--- config.mk ---
export PLATFORM = sky130hd
export DESIGN_NAME = instruction_fetch_unit
export DESIGN_NICKNAME = d
export VERILOG_FILES = /design/src/rtl/instruction_fetch_unit.sv
export SDC_FILE = /design/constraint.sdc
export NUM_CORES = 1
export LEC_CHECK = 0
export ABC_AREA = 1
export CAP_MARGIN = 40
export CELL_PAD_IN_SITES_DETAIL_PLACEMENT = 0
export CELL_PAD_IN_SITES_GLOBAL_PLACEMENT = 1
export CORE_ASPECT_RATIO = 0.8
export CORE_MARGIN = 10
export CORE_UTILIZATION = 25
export CTS_CLUSTER_SIZE = 25
export DETAILED_ROUTE_END_ITERATION = 7
export PLACE_DENSITY = 0.87
export RECOVER_POWER = 25
export SLEW_MARGIN = 20
export SYNTH_ARGS = -nofsm -noshare
export SYNTH_HDL_FRONTEND = slang
export SYNTH_SLANG_ARGS = --single-unit
export TNS_END_PERCENT = 5
--- constraint.sdc ---
create_clock -name Clock -period 2.2 [get_ports Clock]
set_clock_uncertainty 0.05 [all_clocks]
set_input_delay 0.55 -clock Clock [delete_from_list [all_inputs] [get_ports Clock]]
set_output_delay 0.55 -clock Clock [all_outputs]
set_load 0.01 [all_outputs]
--- src/rtl/instruction_fetch_unit.sv ---
// rtl/instruction_fetch_unit.sv - PC owner and instruction capture stage; branch redirect enabled by FETCH_BRANCH_EN
module instruction_fetch_unit #(
    parameter logic [15:0] RESET_ADDR = 16'd0
) (
    input  logic        Clock,
    input  logic        Reset,
    input  logic        iEnable,
    input  logic        iStall,
    input  logic        iBranchTaken,
    input  logic [15:0] iBranchTarget,
    input  logic [27:0] iInstruction,
    output logic [15:0] oAddress,
    output logic        oValid,
    output logic [27:0] oInstruction,
    output logic [15:0] oPC,
    output logic [3:0]  oOpcode,
    output logic [7:0]  oDestination,
    output logic [7:0]  oSource1,
    output logic [7:0]  oSource0,
    output logic [15:0] oLiteral
);

    typedef enum logic [1:0] {
        IDLE   = 2'd0,
        RUN    = 2'd1,
        BUBBLE = 2'd2
    } state_t;

    state_t      state_q;
    logic [15:0] pc_q;
    logic        valid_q;
    logic [27:0] instr_q;
    logic [15:0] instr_pc_q;
    logic        branch_taken;

`ifdef FETCH_BRANCH_EN
    assign branch_taken = iBranchTaken;
`else
    // Redirect inputs stay on the port list but have no effect in this build.
    logic unused_branch;
    assign unused_branch = ^{iBranchTaken, iBranchTarget};
    assign branch_taken  = 1'b0;
`endif

    // Fetch FSM: PC sequencing, capture into the output register, stall hold and redirect.
    always_ff @(posedge Clock or posedge Reset) begin
        if (Reset) begin
            state_q    <= IDLE;
            pc_q       <= RESET_ADDR;
            valid_q    <= 1'b0;
            instr_q    <= 28'd0;
            instr_pc_q <= 16'd0;
        end else begin
            case (state_q)
                IDLE: begin
                    if (iEnable) begin
                        state_q <= RUN;
                    end
                end
                RUN: begin
                    if (!iEnable) begin
                        state_q <= IDLE;
                        valid_q <= 1'b0;
                    end else if (branch_taken) begin
`ifdef FETCH_BRANCH_EN
                        pc_q    <= iBranchTarget;
`endif
                        valid_q <= 1'b0;
                        state_q <= BUBBLE;
                    end else if (iStall && valid_q) begin
                        // Consumer not ready: everything holds.
                        state_q <= RUN;
                    end else begin
                        instr_q    <= iInstruction;
                        instr_pc_q <= pc_q;
                        pc_q       <= pc_q + 16'd1;
                        valid_q    <= 1'b1;
                    end
                end
                BUBBLE: begin
                    if (!iEnable) begin
                        state_q <= IDLE;
                        valid_q <= 1'b0;
                    end else if (branch_taken) begin
`ifdef FETCH_BRANCH_EN
                        pc_q    <= iBranchTarget;
`endif
                        state_q <= BUBBLE;
                    end else begin
                        // Output register is empty here, so stall cannot block this capture.
                        instr_q    <= iInstruction;
                        instr_pc_q <= pc_q;
                        pc_q       <= pc_q + 16'd1;
                        valid_q    <= 1'b1;
                        state_q    <= RUN;
                    end
                end
                default: begin
                    state_q <= IDLE;
                    valid_q <= 1'b0;
                end
            endcase
        end
    end

    assign oAddress     = pc_q;
    assign oValid       = valid_q;
    assign oInstruction = instr_q;
    assign oPC          = instr_pc_q;
    assign oOpcode      = instr_q[27:24];
    assign oDestination = instr_q[23:16];
    assign oSource1     = instr_q[15:8];
    assign oSource0     = instr_q[7:0];
    assign oLiteral     = instr_q[15:0];

endmodule

==> metrics.md <==
| Metric | Value |
|---|---|
| Status | completed |
| P per Cell Area | 916.8 nW/um^2 |
| Die X | 141.0 um |
| Slew Limit Fails | 0 |
| CP peak stage delay | 0.60 ns |
| CP Buf/Inv Count | 1 |
| Max cap viols | 0 |
| Register area share after synthesis | 53.01% |
| Num CTS Buffers | 9 |
| Syn Nets | 385 |
| Vias in the first global route | 2595 |
| Final hold vios | 0 |
| Antenna viol nets, final | 0 |
| Data arrival, critical path | 1.42 ns |
| TritonCTS clock tree | done |
| Post-Syn Area per Cell | 8.736 um^2 |
| Post-synth ARST share | 100.0% |
| Crit path time final | 2.016 ns |
| Setup slack, reg-to-reg | 0.76 ns |
| Clock latency on the worst-skew pair | 0.32 ns |
| Yosys top cell area share | 53.01% |
| Final Util | 39.09% |
| Unrepaired setup endpoints after global routing | no |
| Largest area contributor in the netlist | dfrtp_1 |
| Area of the core | 11470 um^2 |
| Die height | 116.8 um |
| Commonest non-fill, non-tap cell in the layout | nand2_1 |
| Die footprint | 16460 um^2 |
| Global route overflow | 0 |
| Worst-margin pin slew | 0.9186 ns |
| Commonest cells after routing, fill and taps aside | nand2_1 (139), clkdlybuf4s50_1 (134), dfrtp_1 (62), inv_1 (23), o21ai_0 (15) |
| Total power | 4.113 mW |
| Via count | 2416 |
| Syn. warnings | 0 |
| Place WS | 0.1755 ns |
| Yosys cell types | 24 |
| Global-route wire length before repair | 13.68 mm |
| Filler cells | 1144 |
| Port-buffer cells | 136 |
| Leakage | 2.109 nW |
| Starting Density | 25.51% |
| Cts hold-fix bufs | 0 |
| FMAX | 496.1 MHz |
| Gate Count Post-Synth | 335 |
| Crit Path Max Fanout | 5 |
| Setup Buffers After CTS | 0 |
| Critical path required time | 1.60 ns |
| Synthesized cell area | 2927 um^2 |
| Antenna diodes | 0 |
| DRT Pass-1 Iters | 4 |
| Non-filler instance count after layout | 591 |
| CTS Sinks | 62 |
| CP Class | reg -> out |
| HPWL Detailed | 6.639 mm |
| Top Ports | 154 |
| Crit. End Element | primary output |
| Worst slew margin | 38.69% |
| Final worst path period share | 91.62% |
| Area grow syn2layout | 53.27% |
| Cts repair resizes | 0 |
| Average wire per cell in the routed design | 14.28 um |
| Largest net degree at the start of global routing | 23 |
| Delay-heaviest family, CP | buffers and inverters |
| WL final | 8.442 mm |
| Setup violators final | 0 |
| DRC | 0 |
| Seq cells post-synth | 62 |
| Top_reg_cell synth | dfrtp_1 |
| H-tree levels | 3 |
| Share of layout cells above drive strength 1 | 8.352% |
| Root Buffer | clkbuf_16 |
| Initial antenna violation count | 0 |
| Placed Cells | 575 |
| Setup_tns | 0 ns |
| Routability cong. | 0.7714 |
| Critical path cell sequence | clkdlybuf4s50_1 |
| Core Rows | 35 |
| Clock transition at path regs | 0.05 ns |
| Via/cell ratio | 4.088 |
| Top post-synthesis cells by area | dfrtp_1 (53%), nand2_1 (18%), buf_4 (11%), inv_1 (2.9%), o21ai_0 (2.6%) |
| Peak VDD IR | 0.0003626 V |
| Hold crit path type | reg -> reg |
| Net count, final | 488 |
| Post-synth EDFFs | 0 |
| Setup crit start kind | flop |
| Slowest cell on crit path | clkdlybuf4s50_1 |
| Iter 0 DRT Violations | 115 |
| Setup WS post-layout | 0.1844 ns |
| Total track usage | 10.40% |
| Max clock buf depth | 2 |
==> layout make-up <==
cell class | instances | area (um^2) | share of cell area, %
repair buffers | 146 | 1461 | 32.58
clock buffers | 10 | 239.0 | 5.328
clock inverters | 6 | 61.31 | 1.367
well taps | 148 | 185.2 | 4.128
inverters | 24 | 90.09 | 2.008
multi-input cells | 195 | 897.1 | 20.00
flip-flops and latches | 62 | 1551 | 34.59
==> synth_stat cells, types with 2 or more instances <==
master / instances
nor2_1: 5
nand2_1: 138
nand3_1: 9
nor2_4: 5
o21ai_0: 15
xor2_1: 7
buf_2: 7
o21ai_1: 2
nand2_4: 2
dfrtp_1: 62
buf_4: 44
inv_1: 23
nand4_1: 4
nor2_2: 2
==> cell families (layout without fill, tap and decap cells) <==
kind of cell,Yosys count,after routing,share of synthesized area (%)
simple gates,169,169,25.01
fa+ha+maj,1,1,0.4275
compound gates,17,17,2.907
buf+inv,78,186,16.25
xor+xnor,8,8,2.394
flops,62,62,53.01
==> power by group <==
part	switching, mW	internal, mW	leakage [nW]
sequential	0.172	1.33	0.765
combinational	0.524	0.694	1.20
clock	0.495	0.901	0.148
==> per-layer routing <==
metal	track usage (%)	vias up	wire, um
met5	0	-	0
met4	2.473	0	59
met3	5.887	5	889
met2	16.59	103	3861
met1	11.91	1123	3630
li1	-	1185	-
==> flip-flops by register name, indices dropped and copies added (netlist names) <==
| signal | flops |
|---|---|
| oInstruction | 28 |
| oValid | 1 |
| state_q | 1 |
| oPC | 16 |
| oAddress | 16 |
==> worst paths after layout <==
path	start	to	cells past startpoint
max in group asynchronous	Reset	oInstruction[20]	3
min in group asynchronous	Reset	oInstruction[10]	2
max	oAddress[3]	oAddress[3]	1
min reg2reg	oPC[2]	oPC[2]	2
max reg2reg	oAddress[1]	oAddress[8]	6
min	oPC[2]	oPC[2]	2
==> metrics by stage <==
stage	hold slack [ns]	cell area (um^2)
CTS	0.4332	4488
global placement	0.4153	4188
detailed placement	0.4180	4188
global route	0.4448	4486
floorplan	0.4048	2927
finish	0.4240	4486
Power figures use the tool's default switching activity.
